--- src/rtl/tick_gen_pkg.sv ---
// Shared constants for the multi-channel tick generator.
// Channel roles and 5 MHz divisors for the legacy timing users.
package tick_gen_pkg;

    localparam int DIV_W_DEF     = 17;
    localparam int RESET_DIV_DEF = 65535;

    localparam int CH_FSM      = 0;
    localparam int CH_DEBOUNCE = 1;
    localparam int CH_BLINK    = 2;
    localparam int CH_TONE     = 3;

    // tick period = d+1 cycles of 5 MHz
    localparam logic [DIV_W_DEF-1:0] DIV_FSM      = 17'd65535;
    localparam logic [DIV_W_DEF-1:0] DIV_DEBOUNCE = 17'd4999;
    localparam logic [DIV_W_DEF-1:0] DIV_TONE     = 17'd2499;

endpackage

--- src/rtl/tick_gen_ch.sv ---
// One tick channel: down-counter, active/shadow divisor,
// registered tick pulse and square output.
module tick_gen_ch #(
    parameter int DIV_W     = 17,
    parameter int RESET_DIV = 65535
) (
    input  logic             clk_5MHz,
    input  logic             rst_n,
    input  logic             run,
    input  logic             sync,
    input  logic             we,
    input  logic [DIV_W-1:0] wdata,
    output logic             tick,
    output logic             sq,
    output logic             pending
);

    localparam logic [DIV_W-1:0] RST_DIV = DIV_W'(RESET_DIV);

    logic [DIV_W-1:0] cnt;
    logic [DIV_W-1:0] active;
    logic [DIV_W-1:0] shadow;
    logic [DIV_W-1:0] reload;
    logic             tc;

    assign tc = run && (cnt == '0);

    // a write landing on a reload edge wins over any shadow
    always_comb begin
        reload = active;
        if (we)
            reload = wdata;
        else if (pending)
            reload = shadow;
    end

    always_ff @(posedge clk_5MHz or negedge rst_n) begin
        if (!rst_n) begin
            cnt     <= RST_DIV;
            active  <= RST_DIV;
            shadow  <= '0;
            pending <= 1'b0;
            tick    <= 1'b0;
            sq      <= 1'b0;
        end else begin
            tick <= 1'b0;
            if (sync) begin
                cnt     <= reload;
                active  <= reload;
                pending <= 1'b0;
                sq      <= 1'b0;
            end else if (tc) begin
                tick    <= 1'b1;
                sq      <= ~sq;
                cnt     <= reload;
                active  <= reload;
                pending <= 1'b0;
            end else if (run) begin
                cnt <= cnt - DIV_W'(1);
                if (we) begin
                    shadow  <= wdata;
                    pending <= 1'b1;
                end
            end else if (we) begin
                cnt     <= wdata;
                active  <= wdata;
                pending <= 1'b0;
            end
        end
    end

endmodule

--- src/rtl/tick_gen_multi.sv ---
// Multi-channel clock-enable generator on clk_5MHz.
// Decodes divisor writes and fans controls out to each channel.
module tick_gen_multi
    import tick_gen_pkg::*;
#(
    parameter int NUM_CH    = 4,
    parameter int DIV_W     = DIV_W_DEF,
    parameter int RESET_DIV = RESET_DIV_DEF,
    localparam int CH_W     = (NUM_CH > 1) ? $clog2(NUM_CH) : 1
) (
    input  logic              clk_5MHz,
    input  logic              rst_n,
    input  logic              en,
    input  logic [NUM_CH-1:0] ch_en,
    input  logic              ch_sync,
    input  logic              cfg_we,
    input  logic [CH_W-1:0]   cfg_ch,
    input  logic [DIV_W-1:0]  cfg_div,
    output logic [NUM_CH-1:0] tick,
    output logic [NUM_CH-1:0] sq,
    output logic [NUM_CH-1:0] div_pending
);

    for (genvar i = 0; i < NUM_CH; i++) begin : g_ch
        logic ch_we;
        logic ch_run;

        // equality with i < NUM_CH also rejects out-of-range indices
        assign ch_we  = cfg_we && (cfg_ch == CH_W'(i));
        assign ch_run = en && ch_en[i];

        tick_gen_ch #(
            .DIV_W    (DIV_W),
            .RESET_DIV(RESET_DIV)
        ) u_ch (
            .clk_5MHz(clk_5MHz),
            .rst_n   (rst_n),
            .run     (ch_run),
            .sync    (ch_sync),
            .we      (ch_we),
            .wdata   (cfg_div),
            .tick    (tick[i]),
            .sq      (sq[i]),
            .pending (div_pending[i])
        );
    end

endmodule
--- config.mk ---
export PLATFORM = sky130hd
export DESIGN_NAME = tick_gen_multi
export DESIGN_NICKNAME = d
export VERILOG_FILES = /design/src/rtl/tick_gen_pkg.sv /design/src/rtl/tick_gen_ch.sv /design/src/rtl/tick_gen_multi.sv
export SDC_FILE = /design/constraint.sdc
export NUM_CORES = 1
export LEC_CHECK = 0
export BUFFER_PORTS_ARGS = -buffer_cell sky130_fd_sc_hd__buf_2
export CELL_PAD_IN_SITES_DETAIL_PLACEMENT = 1
export CELL_PAD_IN_SITES_GLOBAL_PLACEMENT = 2
export CORE_MARGIN = 2
export CORE_UTILIZATION = 37
export DETAILED_ROUTE_END_ITERATION = 12
export HOLD_SLACK_MARGIN = 0.02
export PLACE_DENSITY = 0.78
export SLEW_MARGIN = 10
export SYNTH_ARGS = -nofsm -noshare
export SYNTH_HDL_FRONTEND = slang
export SYNTH_SLANG_ARGS = --single-unit
--- constraint.sdc ---
create_clock -name clk_5MHz -period 2.19 [get_ports clk_5MHz]
set_input_delay 0.1095 -clock clk_5MHz [delete_from_list [all_inputs] [get_ports clk_5MHz]]
set_output_delay 0.1095 -clock clk_5MHz [all_outputs]
set_load 0.02 [all_outputs]
==> results of run 1 <==
==> state kept, by name, summed over array words and instances, names as in the netlist <==
register,count
g_ch.u_ch.tick,4
g_ch.u_ch.cnt,68
g_ch.u_ch.active,68
g_ch.u_ch.pending,4
g_ch.u_ch.shadow,68
g_ch.u_ch.sq,4
==> kinds of logic after synthesis <==
group                    count (synthesis)
AND/OR/NAND/NOR                        407
XOR/XNOR                                10
AO/OA/AOI/OAI                          376
buffers and inverters                  126
adder cells (fa/ha/maj)                  8
multiplexers                           146
flip-flops                             216
==> layout by cell type, fill, tap and decap left out, types with 12 or more instances in the layout <==
cell	netlist	final
buf_6	1	14
nor3_1	30	27
o211ai_1	24	24
o22ai_1	31	24
a31oi_1	24	24
o21ai_0	81	70
dlygate4sd3_1	0	15
buf_4	15	179
nand2_1	115	110
nor4_1	23	17
mux2_2	85	68
clkbuf_16	0	28
dfrtp_1	88	88
o21ai_1	4	12
a21oi_1	82	71
nand3_1	30	28
buf_2	9	39
nor2_1	129	126
dfstp_2	128	128
mux2i_1	61	61
mux2_4	0	17
inv_1	26	24
==> worst max path at each step <==
stage / start / endpoint / slack (ns) / cells past startpoint
after global placement: g_ch[2].u_ch.cnt[0]$_DFFE_PN1P_ / g_ch[2].u_ch.cnt[0]$_DFFE_PN1P_ / -0.16 / 8
after CTS: g_ch[0].u_ch.cnt[0]$_DFFE_PN1P_ / g_ch[0].u_ch.cnt[13]$_DFFE_PN1P_ / -0.03 / 9
after global routing: g_ch[0].u_ch.cnt[0]$_DFFE_PN1P_ / g_ch[0].u_ch.active[11]$_DFFE_PN1P_ / -0.15 / 11
after floorplan: g_ch[0].u_ch.cnt[0]$_DFFE_PN1P_ / g_ch[0].u_ch.shadow[10]$_DFFE_PN0P_ / -0.16 / 8
after detailed placement: g_ch[2].u_ch.cnt[1]$_DFFE_PN1P_ / g_ch[2].u_ch.cnt[8]$_DFFE_PN1P_ / -0.19 / 8
final: g_ch[0].u_ch.cnt[7]$_DFFE_PN1P_ / g_ch[0].u_ch.cnt[10]$_DFFE_PN1P_ / -0.10 / 8
==> routing by layer <==
layer  global-route usage  vias up  part of all wire  wire length (µm)
li1                     -     5210                 -                 -
met1               0.3350     5918              0.45             20240
met2               0.4265      265              0.48             21930
met3              0.02953       87             0.037              1671
met4              0.08486        0             0.036              1624
met5                    0        -                 0                 0
==> timing repair <==
action                     in CTS  in global routing
pin swaps                       7                 34
hold endpoints to repair       91                  0
resized for setup              33                118
gates cloned                    1                  4
setup endpoints to repair      99                133
buffers inserted                6                 11
hold buffers                   15                  0
==> power by group <==
group | internal [mW] | switching [mW] | total [mW] | leakage, nW
combinational | 1.77 | 1.95 | 3.72 | 3.79
clock | 2.84 | 1.79 | 4.64 | 0.442
sequential | 5.14 | 0.673 | 5.82 | 2.45
==> worst reg2reg max path, cell delays in order, from the launching register on <==
cell	delay (ns)
dfstp_2	0.38
or4_4	0.57
buf_6	0.15
nor4_4	0.35
buf_4	0.23
buf_6	0.13
nor3_4	0.04
o21ai_1	0.19
nand4_1	0.15
==> through the flow <==
stage	setup slack, ns	hold slack [ns]	power [mW]
after global placement	-0.1613	0.1559	8.980
after global routing	-0.1509	0.05664	14.85
after detailed placement	-0.1938	0.1639	9.141
after CTS	-0.03046	0.02085	13.94
after floorplan	-0.1591	-0.1861	7.676
final	-0.1024	0.03822	14.17
==> final cells by class <==
class                           count  share of cell area
Timing Repair Buffer              259              0.1290
Tap cell                          442             0.03435
Clock buffer                       41             0.04958
Multi-Input combinational cell    950              0.4280
Inverter                           27            0.006294
Sequential cell                   216              0.3456
Clock inverter                      7            0.007149
==> metrics.yaml, run 1 <==
status: "finished, violations left"
failed_checks: "negative setup slack"
grt_antenna_before_repair: 0
worstReg2RegStart: "g_ch[0].u_ch.cnt[7]$_DFFE_PN1P_"
numPortBuffers: 39
routed_via_density: 5.911
ff2ff_path_depth: 8
synth_area_mm2: 0.01234
synth.distinct_cells: 81
slew_viol_final: 0
dr.pass1.iters: 5
grt-ovfl-total: 0
dpl.cell_count: 1858
core-area_mm2: 0.03270
critPathKind: "register to register"
grt_pass1_vias: 12147
drive_above_1_share: 0.4007
finalSetupTns_ns: -0.8206
multi_input_area_mm2: 0.006892
peakVddDrop_mv: 0.6107
critical_path.cell_chain: "or4_4 -> buf_6 -> nor4_4 -> buf_4 -> buf_6 -> nor3_4 -> o21ai_1 -> nand4_1"
worstPathRequired_ns: 2.63
holdPathEnd: "g_ch[0].u_ch.tick$_DFF_PN0_"
tightest_slew_ns: 0.6902
fmax_mhz: 436.2
clk_pin_slew_ns: 0.06
die_y_um: 186.6
hp-class: "primary input to register"
dpl_cell_area_mm2: 0.01419
fin_nets: 1516
cellPowerDensity_mw_per_mm2: 880.1
grt_usage: 0.2520
worst_slack_ns: -0.1024
period_share: 1.047
rsz0062_at_grt: "yes"
num_antenna_cells: 0
hold_viol_final: 0
grt_max_degree: 78
die_w_um: 186.6
synthFlopType: "dfstp_2"
min-delay-start: "ch_en[0]"
htreeDepth: 1
final_util: 0.4924
cts_buffer_depth: 3
r2r_setup_slack_ns: -0.10
yosys.area.top_type_share: 0.2725
finalWirelength_um: 45470
cp_slowest_stage_delay_ns: 0.57
yosysMostFrequentCell: "nor2_1"
min_period_ns: 2.292
whs_path_depth: 3
cp_top_family: "simple AND/OR/NAND/NOR gates"
synth-xor-area-share: 0.007097
power.leakage_nw: 6.683
ant_nets: 0
clock-root-buffer: "clkbuf_16"
grt_pass1_wl_um: 70120
regArea_mm2: 0.005565
drt_iter0_markers: 705
dieArea_mm2: 0.03483
n_fill_cell: 3701
synth_edf_count: 0
routabilityCongestion: 0.8593
max_slew_margin: 0.5399
area_delta_synth_final_pct: 30.46
cp_slowest_cell: "or4_4"
wl_per_cell_um: 23.41
yosys.area_share.adder: 0.008110
syn_nets: 1325
postSynthAreaPerCell_um2: 9.575
yosysTopAreaCell: "dfstp_2"
clock_skew_ns: 0.01462
synth_top_family_by_area: "compound AO/OA/AOI/OAI gates"
synth_common_cells: "129 x nor2_1, 128 x dfstp_2, 115 x nand2_1, 88 x dfrtp_1, 85 x mux2_2"
yosys-top-cells-area: "dfstp_2 27%, dfrtp_1 18%, mux2_2 7.8%"
yosysSeqAreaShare: 0.4509
r2r_end: "g_ch[0].u_ch.cnt[10]$_DFFE_PN1P_"
setup_violations: 29
crit_arrival_ns: 2.73
stdcell_area_mm2: 0.01610
synth_seq_cells: 216
cp_common_cell: "buf_6"
cap_violations: 0
rows: 66
path_buf_inv: 3
ios: 40
drc: 0
final_cells: 1942
cts_sinks: 216
cts_tree: "done"
endpoint_kind: "register"
vias: 11480
synth_compound_area_frac: 0.2024
numCtsBuffers: 26
clk_latency_ns: 0.54
synthCells: 1289
worstPathMaxFanout: 6
dp_hpwl_um: 30440
worstSetupStartpointType: "register"
ys_async_sr_fraction: 1.000
synth_mux_area_frac: 0.1270
yosys.area_share.simple: 0.1592
start_util: 0.3774
yosysWarnings: 0
No activity file was read; power rests on OpenSTA's default activity.
==> inputs of run 2 (changes only) <==
--- a/config.mk
+++ b/config.mk
@@ -8,6 +8,7 @@
 export BUFFER_PORTS_ARGS = -buffer_cell sky130_fd_sc_hd__buf_2
 export CELL_PAD_IN_SITES_DETAIL_PLACEMENT = 1
 export CELL_PAD_IN_SITES_GLOBAL_PLACEMENT = 2
+export CORE_ASPECT_RATIO = 1.4
 export CORE_MARGIN = 2
 export CORE_UTILIZATION = 37
 export DETAILED_ROUTE_END_ITERATION = 12
==> metrics.yaml, run 2 (synthesis results as in run 1) <==
drive_above_1_share: 0.3668  # was 0.4007
routabilityCongestion: 0.8517  # was 0.8593
slew_viol_final: 0  # unchanged
ant_nets: 0  # unchanged
cts_sinks: 216  # unchanged
p_total_mw: 13.57  # was 14.17 mW
core-area_mm2: 0.03301  # was 0.03270 mm²
finalWirelength_um: 43380  # was 45,470 µm
min_period_ns: 2.293  # was 2.292 ns
mostFrequentLayoutCells: "156 x buf_4, 128 x dfstp_2, 126 x nor2_1, 111 x nand2_1, 88 x dfrtp_1"  # was 179 x buf_4, 128 x dfstp_2, 126 x nor2_1, 110 x nand2_1, 88 x dfrtp_1
setup_violations: 20  # was 29
critical_path_depth: 9  # was 8
area_delta_synth_final_pct: 25.78  # was 30.46%
dp_hpwl_um: 29870  # was 30,440 µm
dieArea_mm2: 0.03485  # was 0.03483 mm²
r2r_setup_slack_ns: -0.10  # about the same
reg_top3: "g_ch.u_ch.active (68), g_ch.u_ch.cnt (68), g_ch.u_ch.shadow (68)"  # unchanged
clk_latency_ns: 0.53  # was 0.54 ns
n_fill_cell: 3740  # was 3,701
grt_antenna_before_repair: 1  # was 0
dr.pass1.iters: 5  # unchanged
clock-root-buffer: "clkbuf_16"  # unchanged
cap_violations: 0  # unchanged
cts_tree: "done"  # unchanged
finalSetupTns_ns: -1.028  # was -0.8206 ns
startpoint: "g_ch[0].u_ch.cnt[0]$_DFFE_PN1P_"  # was g_ch[0].u_ch.cnt[7]$_DFFE_PN1P_
wl_met2_um: 22440  # was 21,930 µm
fmax_mhz: 436.0  # was 436.2 MHz
ios: 40  # unchanged
hold_viol_final: 0  # unchanged
grt_pass1_vias: 11750  # was 12,147
m1WireLength_um: 18320  # was 20,240 µm
met3RoutedLength_um: 1380  # was 1671 µm
path_buf_inv: 3  # unchanged
vias: 11200  # was 11,480
critPathKind: "register to register"  # unchanged
grt_pass1_wl_um: 68060  # was 70,120 µm
worstPathRequired_ns: 2.60  # was 2.63 ns
final_common_cell: "buf_4"  # unchanged
cellPowerDensity_mw_per_mm2: 874.4  # was 880.1 mW/mm²
rows: 79  # was 66
wl_per_cell_um: 22.73  # was 23.41 µm
die_y_um: 220.1  # was 186.6 µm
r2r_end: "g_ch[0].u_ch.shadow[14]$_DFFE_PN0P_"  # was g_ch[0].u_ch.cnt[10]$_DFFE_PN1P_
rsz0062_at_grt: "yes"  # unchanged
drc: 0  # unchanged
tightest_slew_ns: 0.6227  # was 0.6902 ns
crit_arrival_ns: 2.70  # was 2.73 ns
worstPathMaxFanout: 6  # unchanged
power.leakage_nw: 6.424  # was 6.683 nW
grt_usage: 0.2522  # was 0.2520
ff2ff_path_depth: 9  # was 8
maxUsedRoutingLayer: "met5"  # was met4
numPortBuffers: 39  # unchanged
cp_top_family: "simple AND/OR/NAND/NOR gates"  # unchanged
grt-ovfl-total: 0  # unchanged
endpoint_kind: "register"  # unchanged
grt_max_degree: 68  # was 78
drt_iter0_markers: 651  # was 705
cp-endpoint: "g_ch[0].u_ch.shadow[14]$_DFFE_PN0P_"  # was g_ch[0].u_ch.cnt[10]$_DFFE_PN1P_
clock_skew_ns: 0.008289  # was 0.01462 ns
cts_buffer_depth: 3  # unchanged
die_w_um: 158.4  # was 186.6 µm
period_share: 1.047  # about the same
failed_checks: "negative setup slack"  # unchanged
critical_path.cell_chain: "inv_2 -> ha_4 -> or4b_4 -> buf_6 -> nor4_4 -> buf_4 -> nor2_4 -> nand2_4 -> mux2_4"  # was or4_4 -> buf_6 -> nor4_4 -> buf_4 -> buf_6 -> nor3_4 -> o21ai_1 -> nand4_1
worstSetupStartpointType: "register"  # unchanged
hp-class: "primary input to register"  # unchanged
start_util: 0.3738  # was 0.3774
clk_pin_slew_ns: 0.06  # about the same
num_antenna_cells: 0  # unchanged
fin_nets: 1484  # was 1,516
htreeDepth: 1  # unchanged
routed_via_density: 5.867  # was 5.911
numCtsBuffers: 23  # was 26
worst_slack_ns: -0.1034  # was -0.1024 ns
max_slew_margin: 0.5833  # was 0.5399
cp_slowest_cell: "dfstp_2"  # was or4_4
worstReg2RegStart: "g_ch[0].u_ch.cnt[0]$_DFFE_PN1P_"  # was g_ch[0].u_ch.cnt[7]$_DFFE_PN1P_
cp_slowest_stage_delay_ns: 0.55  # was 0.57 ns
peakVddDrop_mv: 0.4313  # was 0.6107 mV
status: "finished, violations left"  # unchanged
[run 2: cell types whose count changed in the layout (fill, tap and decap cells not counted), sizes merged]
| cell | change |
|---|---|
| clkbuf | -8 |
| dlygate4sd3 | -1 |
| clkinv | -1 |
| bufinv | +1 |
| buf | -27 |
[run 2: per-stage QoR]
stage | hold WS [ns] | area, µm² | std cells | utilization | setup WS [ns]
after global routing | 0.06311 | 15520 | 1909 | 0.4702 | -0.1260
after detailed placement | 0.1229 | 14060 | 1841 | 0.4259 | -0.1198
after CTS | 0.02036 | 15280 | 1904 | 0.4629 | -0.06363
final | 0.04449 | 15520 | 1909 | 0.4702 | -0.1034
after global placement | 0.1212 | 14060 | 1841 | 0.4259 | -0.06948
after floorplan | -0.1861 | 12370 | 1289 | - | -0.1591
[run 2: power by group]
| part | leakage, nW | switching (mW) | internal, mW |
|---|---|---|---|
| sequential | 2.45 | 0.659 | 5.14 |
| combinational | 3.58 | 1.82 | 1.65 |
| clock | 0.393 | 1.70 | 2.61 |
| total | 6.42 | 4.18 | 9.39 |
[run 2: worst register-to-register path, delay by kind of cell, from the launching register on]
family / cells / cell delay (ns)
buf+inv: 3 / 0.30
mux: 1 / 0.34
simple gates: 4 / 0.84
flops: 1 / 0.55
fa+ha+maj: 1 / 0.15
[run 2: timing repair]
action                                 4_1_cts  5_1_grt
hold buffers                                14        0
setup endpoints to repair                   86      110
gates cloned                                 4        0
pin swaps                                   11       20
resized for setup                           44       51
endpoints found under the hold margin       82        0
buffers inserted                             4        5
[run 2: metal layers]
layer  up-vias  track usage
li1       5127            -
met1      5820       0.3180
met2       188       0.4525
met3        63      0.02281
met4         2      0.08228
met5         -            0
[run 2: cell type report]
cell class	instances	area, µm²	area share
Clock buffer	34	676.9	0.04360
Timing Repair Buffer	230	1861	0.1199
Tap cell	445	556.8	0.03587
Multi-Input combinational cell	950	6623	0.4266
Inverter	27	101.3	0.006529
Sequential cell	216	5565	0.3585
Clock inverter	7	140.1	0.009027
[run 2: worst min-delay path by stage]
stage,startpoint,end,slack (ns),cells after the start
after global routing,ch_sync,g_ch[2].u_ch.sq$_DFFE_PN0P_,0.06,3
after CTS,cfg_div[15],g_ch[3].u_ch.active[15]$_DFFE_PN1P_,0.02,3
after global placement,rst_n,g_ch[2].u_ch.cnt[16]$_DFFE_PN0P_,0.12,1
final,cfg_div[15],g_ch[3].u_ch.active[15]$_DFFE_PN1P_,0.04,3
after floorplan,rst_n,g_ch[0].u_ch.active[16]$_DFFE_PN0P_,-0.19,0
after detailed placement,rst_n,g_ch[2].u_ch.cnt[16]$_DFFE_PN0P_,0.12,1
